===== src/rtl/instr_fetch_unit_pkg.sv =====
`default_nettype none
// +------------------------------------------------------------------------+
// | Module : instr_fetch_unit_pkg                                          |
// | Brief  : Shared types and constants for the RV32I instruction fetch.   |
// | Rev    : 1.0  initial release                                          |
// +------------------------------------------------------------------------+
package instr_fetch_unit_pkg;

    localparam int          INSTR_BYTES      = 4;
    localparam logic [31:0] RESET_PC_DEFAULT = 32'h0000_0000;

    typedef enum logic [2:0] {
        ST_IDLE = 3'd0,
        ST_REQ  = 3'd1,
        ST_WAIT = 3'd2,
        ST_OUT  = 3'd3,
        ST_DROP = 3'd4
    } fetch_state_e;

endpackage
`default_nettype wire


===== src/rtl/instr_fetch_unit_if.sv =====
`default_nettype none
// +------------------------------------------------------------------------+
// | Module : instr_fetch_unit_if                                           |
// | Brief  : Imem request/response, decode handoff and redirect signals.   |
// | Rev    : 1.0  initial release                                          |
// +------------------------------------------------------------------------+
interface instr_fetch_unit_if #(
    parameter int ADDR_W = 32,
    parameter int DATA_W = 32
);
    logic              imem_req_valid;
    logic              imem_req_ready;
    logic [ADDR_W-1:0] imem_addr;
    logic              imem_rsp_valid;
    logic [DATA_W-1:0] imem_rsp_data;
    logic              instr_valid;
    logic              instr_ready;
    logic [DATA_W-1:0] instr;
    logic [ADDR_W-1:0] instr_pc;
    logic [ADDR_W-1:0] instr_pc_plus4;
    logic              pc_src;
    logic [ADDR_W-1:0] pc_target;

    // master: the fetch unit; slave: imem + decode + redirect source
    modport master (
        output imem_req_valid, imem_addr, instr_valid, instr, instr_pc, instr_pc_plus4,
        input  imem_req_ready, imem_rsp_valid, imem_rsp_data, instr_ready, pc_src, pc_target
    );

    modport slave (
        input  imem_req_valid, imem_addr, instr_valid, instr, instr_pc, instr_pc_plus4,
        output imem_req_ready, imem_rsp_valid, imem_rsp_data, instr_ready, pc_src, pc_target
    );
endinterface
`default_nettype wire


===== src/rtl/instr_fetch_unit.sv =====
`default_nettype none
// +------------------------------------------------------------------------+
// | Module : instr_fetch_unit                                              |
// | Brief  : PC owner; one outstanding imem fetch, one instruction to      |
// |          decode at a time, redirect via pc_src/pc_target.              |
// | Rev    : 1.0  initial release                                          |
// +------------------------------------------------------------------------+
module instr_fetch_unit
    import instr_fetch_unit_pkg::*;
#(
    parameter int              ADDR_W   = 32,
    parameter int              DATA_W   = 32,
    parameter logic [ADDR_W-1:0] RESET_PC = ADDR_W'(RESET_PC_DEFAULT)
) (
    input  logic                clk,
    input  logic                rst_n,
    instr_fetch_unit_if.master  fetch
);

    fetch_state_e      r_state,    w_next_state;
    logic [ADDR_W-1:0] r_pc,       w_next_pc;
    logic [DATA_W-1:0] r_instr,    w_next_instr;
    logic [ADDR_W-1:0] r_instr_pc, w_next_instr_pc;
    logic              w_req_valid;
    logic              w_instr_valid;

    always_ff @(posedge clk or negedge rst_n) begin
        if (!rst_n) begin
            r_state    <= ST_IDLE;
            r_pc       <= RESET_PC;
            r_instr    <= '0;
            r_instr_pc <= '0;
        end else begin
            r_state    <= w_next_state;
            r_pc       <= w_next_pc;
            r_instr    <= w_next_instr;
            r_instr_pc <= w_next_instr_pc;
        end
    end

    // A redirect always loads the PC, whatever the state; states only pick the next state.
    always_comb begin
        w_next_state    = r_state;
        w_next_pc       = fetch.pc_src ? fetch.pc_target : r_pc;
        w_next_instr    = r_instr;
        w_next_instr_pc = r_instr_pc;
        w_req_valid     = 1'b0;
        w_instr_valid   = 1'b0;
        case (r_state)
            ST_IDLE: begin
                w_next_state = ST_REQ;
            end
            ST_REQ: begin
                w_req_valid = 1'b1;
                if (fetch.imem_req_ready) begin
                    w_next_state = fetch.pc_src ? ST_DROP : ST_WAIT;
                end
            end
            ST_WAIT: begin
                if (fetch.pc_src) begin
                    w_next_state = fetch.imem_rsp_valid ? ST_REQ : ST_DROP;
                end else if (fetch.imem_rsp_valid) begin
                    w_next_instr    = fetch.imem_rsp_data;
                    w_next_instr_pc = r_pc;
                    w_next_state    = ST_OUT;
                end
            end
            ST_OUT: begin
                w_instr_valid = 1'b1;
                if (fetch.pc_src) begin
                    w_next_state = ST_REQ;
                end else if (fetch.instr_ready) begin
                    w_next_pc    = r_pc + ADDR_W'(INSTR_BYTES);
                    w_next_state = ST_REQ;
                end
            end
            ST_DROP: begin
                if (fetch.imem_rsp_valid) begin
                    w_next_state = ST_REQ;
                end
            end
            default: begin
                w_next_state = ST_IDLE;
            end
        endcase
    end

    assign fetch.imem_req_valid = w_req_valid;
    assign fetch.imem_addr      = r_pc;
    assign fetch.instr_valid    = w_instr_valid;
    assign fetch.instr          = r_instr;
    assign fetch.instr_pc       = r_instr_pc;
    assign fetch.instr_pc_plus4 = r_instr_pc + ADDR_W'(INSTR_BYTES);

    // A response is only legal while a fetch is outstanding.
    a_rsp_only_when_outstanding: assert property (
        @(posedge clk) disable iff (!rst_n)
        fetch.imem_rsp_valid |-> (r_state == ST_WAIT || r_state == ST_DROP)
    );

endmodule
`default_nettype wire


===== src/flat_wrapper.sv =====
// flat-port wrapper written by rule: the top's interface ports become plain ports
module instr_fetch_unit_flat import instr_fetch_unit_pkg::*;
#(
    parameter int              ADDR_W   = 32,
    parameter int              DATA_W   = 32,
    parameter logic [ADDR_W-1:0] RESET_PC = ADDR_W'(RESET_PC_DEFAULT)
)
  (clk, rst_n, fetch_imem_req_valid, fetch_imem_addr, fetch_instr_valid, fetch_instr, fetch_instr_pc, fetch_instr_pc_plus4, fetch_imem_req_ready, fetch_imem_rsp_valid, fetch_imem_rsp_data, fetch_instr_ready, fetch_pc_src, fetch_pc_target);
  instr_fetch_unit_if #(.ADDR_W(ADDR_W), .DATA_W(DATA_W)) fetch_i ();
  input  logic clk;
  input  logic rst_n;
  output wire logic [$bits(fetch_i.imem_req_valid)-1:0] fetch_imem_req_valid;
  output wire logic [$bits(fetch_i.imem_addr)-1:0] fetch_imem_addr;
  output wire logic [$bits(fetch_i.instr_valid)-1:0] fetch_instr_valid;
  output wire logic [$bits(fetch_i.instr)-1:0] fetch_instr;
  output wire logic [$bits(fetch_i.instr_pc)-1:0] fetch_instr_pc;
  output wire logic [$bits(fetch_i.instr_pc_plus4)-1:0] fetch_instr_pc_plus4;
  input wire logic [$bits(fetch_i.imem_req_ready)-1:0] fetch_imem_req_ready;
  input wire logic [$bits(fetch_i.imem_rsp_valid)-1:0] fetch_imem_rsp_valid;
  input wire logic [$bits(fetch_i.imem_rsp_data)-1:0] fetch_imem_rsp_data;
  input wire logic [$bits(fetch_i.instr_ready)-1:0] fetch_instr_ready;
  input wire logic [$bits(fetch_i.pc_src)-1:0] fetch_pc_src;
  input wire logic [$bits(fetch_i.pc_target)-1:0] fetch_pc_target;
  assign fetch_imem_req_valid = fetch_i.imem_req_valid;
  assign fetch_imem_addr = fetch_i.imem_addr;
  assign fetch_instr_valid = fetch_i.instr_valid;
  assign fetch_instr = fetch_i.instr;
  assign fetch_instr_pc = fetch_i.instr_pc;
  assign fetch_instr_pc_plus4 = fetch_i.instr_pc_plus4;
  assign fetch_i.imem_req_ready = fetch_imem_req_ready;
  assign fetch_i.imem_rsp_valid = fetch_imem_rsp_valid;
  assign fetch_i.imem_rsp_data = fetch_imem_rsp_data;
  assign fetch_i.instr_ready = fetch_instr_ready;
  assign fetch_i.pc_src = fetch_pc_src;
  assign fetch_i.pc_target = fetch_pc_target;
  instr_fetch_unit #(.ADDR_W(ADDR_W), .DATA_W(DATA_W), .RESET_PC(RESET_PC)) u_core (.clk(clk), .rst_n(rst_n), .fetch(fetch_i));
endmodule

===== config.mk =====
export PLATFORM = sky130hd
export DESIGN_NAME = instr_fetch_unit_flat
export DESIGN_NICKNAME = d
export VERILOG_FILES = /design/src/rtl/instr_fetch_unit_pkg.sv /design/src/rtl/instr_fetch_unit_if.sv /design/src/rtl/instr_fetch_unit.sv /design/src/flat_wrapper.sv
export SDC_FILE = /design/constraint.sdc
export NUM_CORES = 1
export LEC_CHECK = 0
export CORE_MARGIN = 5
export CORE_UTILIZATION = 39
export CTS_CLUSTER_DIAMETER = 200
export DETAILED_ROUTE_END_ITERATION = 8
export GPL_TIMING_DRIVEN = 0
export HOLD_SLACK_MARGIN = 0.15
export PLACE_DENSITY = 0.77
export SYNTH_ARGS = -nofsm -noshare
export SYNTH_HDL_FRONTEND = slang
export SYNTH_SLANG_ARGS = --single-unit

===== constraint.sdc =====
create_clock -name clk -period 2.2 [get_ports clk]
set_input_delay 0.44 -clock clk [delete_from_list [all_inputs] [get_ports clk]]
set_output_delay 0.44 -clock clk [all_outputs]
set_load 0.02 [all_outputs]

* Word-level counts from Yosys, hierarchy flattened *
Cells that the tools add are included.

word-level totals
  bits in registers = 99
  output and inout port bits = 130
  word-level logic and storage cells = 33

cells by class
  $add $sub $neg = 2
  equal/unequal tests = 8
  multiplexer cells = 15
  bitwise operators = 1
  reduce and logical (&&, ||, !) cells = 3

operator list
  kind                                            number
  two-way mux 32 bit                              4
  adder 32 x 3 -> 32 bit (second input constant)  2
  two-way mux 3 bit                               8
  case mux 3 bit (5 select lines)                 1
  == test 3 x 2 -> 1 bit (second input constant)  2
  inequality test 3 bit (second input constant)   2
  inequality test 2 bit (second input constant)   2
  AND reduction 4 bit                             1
  == test 3 x 1 -> 1 bit (second input constant)  1
  == test 3 bit (second input constant)           1
  logical NOT 3 bit                               1
  AND reduction 3 bit                             1
  two-way mux 1 bit                               2
  NOT 1 bit                                       1

* Depth between registers and ports, before layout *
  depth after elaboration = 4
  depth in mapped cells = 7
  gate-level depth less buffers = 6

* Least setup slack after synthesis *
Ideal clock, no wire load.

  kind = register to output
  from = register u_core.r_instr_pc[2], in the netlist u_core.fetch.instr_pc[2]
  to = output port fetch_instr_pc_plus4[26]
  arrival time = 2.232 ns
  data required time = 1.760 ns
  setup slack = -0.472 ns
  cell stages (with the launch flop) = 7
  path buffers = 0
  path through = dfrtp_1 > ha_1 > and4_1 > and3_1 > nor4b_1 > nand3_1 > xnor2_1

between the ends
  longest elaborated chain between the ends = 1

RTL lines
  what                    line                    RTL
  from (decl)             instr_fetch_unit.sv:23  logic [ADDR_W-1:0] r_instr_pc, w_next_instr_pc;
  from (signal assigned)  instr_fetch_unit.sv:37  r_instr_pc <= w_next_instr_pc;
  adder 32 x 3 -> 32 bit  instr_fetch_unit.sv:93  assign fetch.instr_pc_plus4 = r_instr_pc + ADDR_W'(INSTR_BYTES);
  to (decl)               flat_wrapper.sv:17      output wire logic [$bits(fetch_i.instr_pc_plus4)-1:0] fetch_instr_pc_plus4;

Every way passes these cells.

* Final worst setup path *
  from = register u_core.r_instr_pc[5], in the netlist u_core.fetch.instr_pc[5]
  to = output port fetch_instr_pc_plus4[30]

Same word-level chain as after synthesis.

==> qor.txt <==
Core Rows: 40
Routed len/inst: 18.3 µm
Async S/R FF share, synth: 100%
Remaining DRCs: 0
First DRT Iteration DRCs: 258
CTS tree: yes
Die Width: 121 µm
Gr ovfl total: 0
Pins Over Slew Limit: 0
Post-synth top area cell: dfrtp_1
Crit path to: fetch_instr_pc_plus4[30]
HPWL after DPL: 11.2 mm
Clk network pwr share: 16.6%
Failing checks: setup timing
VDD IR max: 0.703 mV
Leakage: 3.31 nW
Most used DFF post-synth: dfrtp_1
Clock transition at the registers of the reported paths: 70 ps
Core ar.: 0.0121 mm²
Highest clock rate: 373 MHz
Dpl ws: -810 ps
Routed wire length: 15.2 mm
Reg power frac: 33.2%
Simple-Gate Fraction of Synth Area: 14.5%
RSZ-0062 raised after global routing: true
Num Clock Sinks: 99
Nets@finish: 728
Reg-to-Reg Start: u_core.r_state[2]
Number of setup violations in the final report: 18
Worst-Skew Late Latency: 340 ps
Sw Share: 38.9%
Largest family of logic cells by synthesized area: multiplexers
Final ANT Viol Nets: 0
Post-detailed-placement cell area: 0.00713 mm²
Slowest CP cell: dfrtp_1
PD cells: 1230 mW/mm²
CP Max Fanout: 4
CTS max path bufs: 2
Finished Cell Area: 0.00770 mm²
Initial core utilization: 39.9%
CP Launch Type: flop
DR vias/cell: 5.27
Hold Path Class: primary input to asynchronous set/reset pin
Layout cell share with drive strength beyond 1: 28.4%
Slew headroom: 48.1%
Area contributors post-synth: dfrtp_1 (51%), mux2_2 (15%), xnor2_1 (3.8%)
Crit path time final: 2680 ps
CTS buffer count: 9
Final hold vios: 0
Status: complete, but fails checks
Hold_buf cts: 0
Compound-Gate Fraction of Synth Area: 9.48%
WP data arrival: 2240 ps
Post-Synth XOR/XNOR Area: 5.27%
Cell variety after synth: 43
CP Launch Point: u_core.fetch.instr_pc[5]
Setup TNS: -5280 ps
Drt pass-1 iters: 4
Worst endpoint required time: 1760 ps
CP max stage delay: 410 ps
Critical Path End Type: output pin
Reg2reg end: u_core.fetch.instr_pc[6]
Worst setup margin: -478 ps
Worst Setup Path Type: flop to output pin
# IOs: 200
Commonest cells post-synth: dfrtp_1 (99), mux2_2 (64), nor2_1 (30)
Internal: 0.00580 W
IO Port Bufs: 199
Worst path cell trace: buf_4, and4_4, and3_4, nor4b_4, buf_4, buf_6, nand3_4, xnor2_2, buf_4
Total power: 0.00949 W
Worst slew pin tran: 778 ps
Period utilization: 122%
Number of synthesized flops with an enable pin: 0
Vias in the first global route: 4642
# diodes: 0
Switch Pwr: 0.00369 W
Initial antenna violation count: 1
Area fraction of the dominant cell type after synthesis: 51.4%
Routed vias: 4368
Hold slack: 170 ps
H-tree depth: 3
Total Routing Usage GR: 20.9%
Mapped Cells: 422
Synth Area in Adders: 0.520%
Clock root buffer: clkbuf_16
R2R cell count: 4
Mean post-synth cell area: 11.4 µm²
Area Growth Syn to Fin: 59.8%
Total of max-cap violations: 0
Largest net degree at the start of global routing: 60
Crit path top cell by count: buf_4
# fillers: 979
Gate power share: 50.2%
Mapped Nets: 494
Post-synthesis sequential area ratio: 51.4%
Synth Warn #: 0
Yosys reg bits: 99
Most common cell in the netlist: dfrtp_1
Clock skew: 11.2 ps
Placer Congestion: 0.808
Die ar.: 0.0147 mm²
Mapped Area: 0.00482 mm²
First-pass GRT wire length: 24.4 mm
Reg-to-reg slack, setup: 100 ps
Die height: 121 µm
Multiplexer share of the synthesized area: 15.4%
==> cell usage in the layout (no fill, tap or decap), types with 3 or more instances in the layout <==
cell | netlist | final
clkinv_2 | 0 | 4
mux2_2 | 64 | 64
buf_6 | 0 | 6
nor3_1 | 10 | 8
dfrtp_1 | 99 | 90
inv_1 | 18 | 18
and2_1 | 5 | 5
dlygate4sd2_1 | 0 | 7
nor2_1 | 30 | 25
a221oi_1 | 10 | 10
nand3_1 | 12 | 7
and3_1 | 15 | 14
dfrtp_2 | 0 | 9
a211oi_1 | 17 | 17
nand2_1 | 24 | 24
xor2_1 | 8 | 8
clkdlybuf4s50_1 | 0 | 168
clkbuf_2 | 0 | 6
nor2_4 | 0 | 3
and4_1 | 6 | 4
nand3_2 | 0 | 3
a21oi_1 | 3 | 3
buf_2 | 5 | 5
buf_4 | 4 | 43
nand4_1 | 9 | 9
xnor2_1 | 21 | 12
a31oi_1 | 3 | 3
clkbuf_1 | 11 | 6
clkbuf_16 | 0 | 9
a311oi_1 | 11 | 11
xnor2_2 | 0 | 9
o21ai_0 | 7 | 7
==> how the worst min path moves through the flow <==
stage / startpoint / to / slack (ps) / cells after the start
after floorplan: rst_n / u_core.fetch.imem_addr[0] / 140 / 0
after global placement: u_core.fetch.instr[7] / u_core.fetch.instr[7] / 490 / 1
after detailed placement: u_core.fetch.instr[11] / u_core.fetch.instr[11] / 500 / 1
after CTS: rst_n / u_core.fetch.instr_pc[11] / 200 / 1
after global routing: rst_n / u_core.fetch.instr_pc[11] / 230 / 1
final: rst_n / u_core.fetch.imem_addr[7] / 170 / 1
==> routing by layer <==
metal / global-route usage [%] / share of wire [%] / vias to the layer above
li1: - / - / 2024
met1: 24.8 / 38 / 2156
met2: 35.9 / 51 / 167
met3: 6.99 / 9.4 / 19
met4: 6.09 / 1.6 / 2
met5: 0 / 0.085 / -
==> timing repair <==
item	in CTS	in global routing
gates resized for setup	142	30
pin swaps	15	8
endpoints found under the setup margin	79	80
buffers inserted	19	4
==> power groups by stage <==
stage	Combinational (W)	Clock (W)	Sequential [W]
floorplan	0.00165	0	0.00382
global placement	0.00462	0	0.00315
detailed placement	0.00471	0	0.00320
CTS	0.00478	0.00160	0.00314
global route	0.00504	0.00169	0.00326
finish	0.00477	0.00157	0.00315
==> cells by family (layout without fill, tap and decap cells) <==
logic type | count (synthesis) | count (layout)
compound gates | 60 | 60
xor+xnor | 29 | 29
fa+ha+maj | 2 | 2
buf+inv | 38 | 277
flops | 99 | 99
mux | 66 | 66
simple gates | 128 | 128
==> sequential cells by signal (all words and copies together), names as in the netlist <==
name                    flops
u_core.fetch.imem_addr     32
u_core.fetch.instr         32
u_core.fetch.instr_pc      32
u_core.r_state              3
==> area by class of cell <==
type / count / area [µm²] / share of cell area [%]
flip-flops and latches: 99 / 2490 / 32.3
multi-input cells: 285 / 2400 / 31.2
repair buffers: 223 / 2130 / 27.7
clock buffers: 9 / 225 / 2.93
well taps: 168 / 210 / 2.73
plain buffers: 20 / 105 / 1.37
clock inverters: 7 / 67.6 / 0.878
inverters: 18 / 67.6 / 0.878
==> per-stage QoR <==
stage               cells  utilization, %
floorplan             422               -
global placement      789            59.0
detailed placement    790            59.1
CTS                   825            63.0
global route          829            63.8
finish                829            63.8
==> worst max-delay path: cells and delay by family, from the launching register on <==
family,cells,cell delay (ps)
DFF,1,410
and+or+nand+nor,4,780
buffers and inverters,4,570
xor gates and xnor gates,1,140
Power figures use the tool's default switching activity.
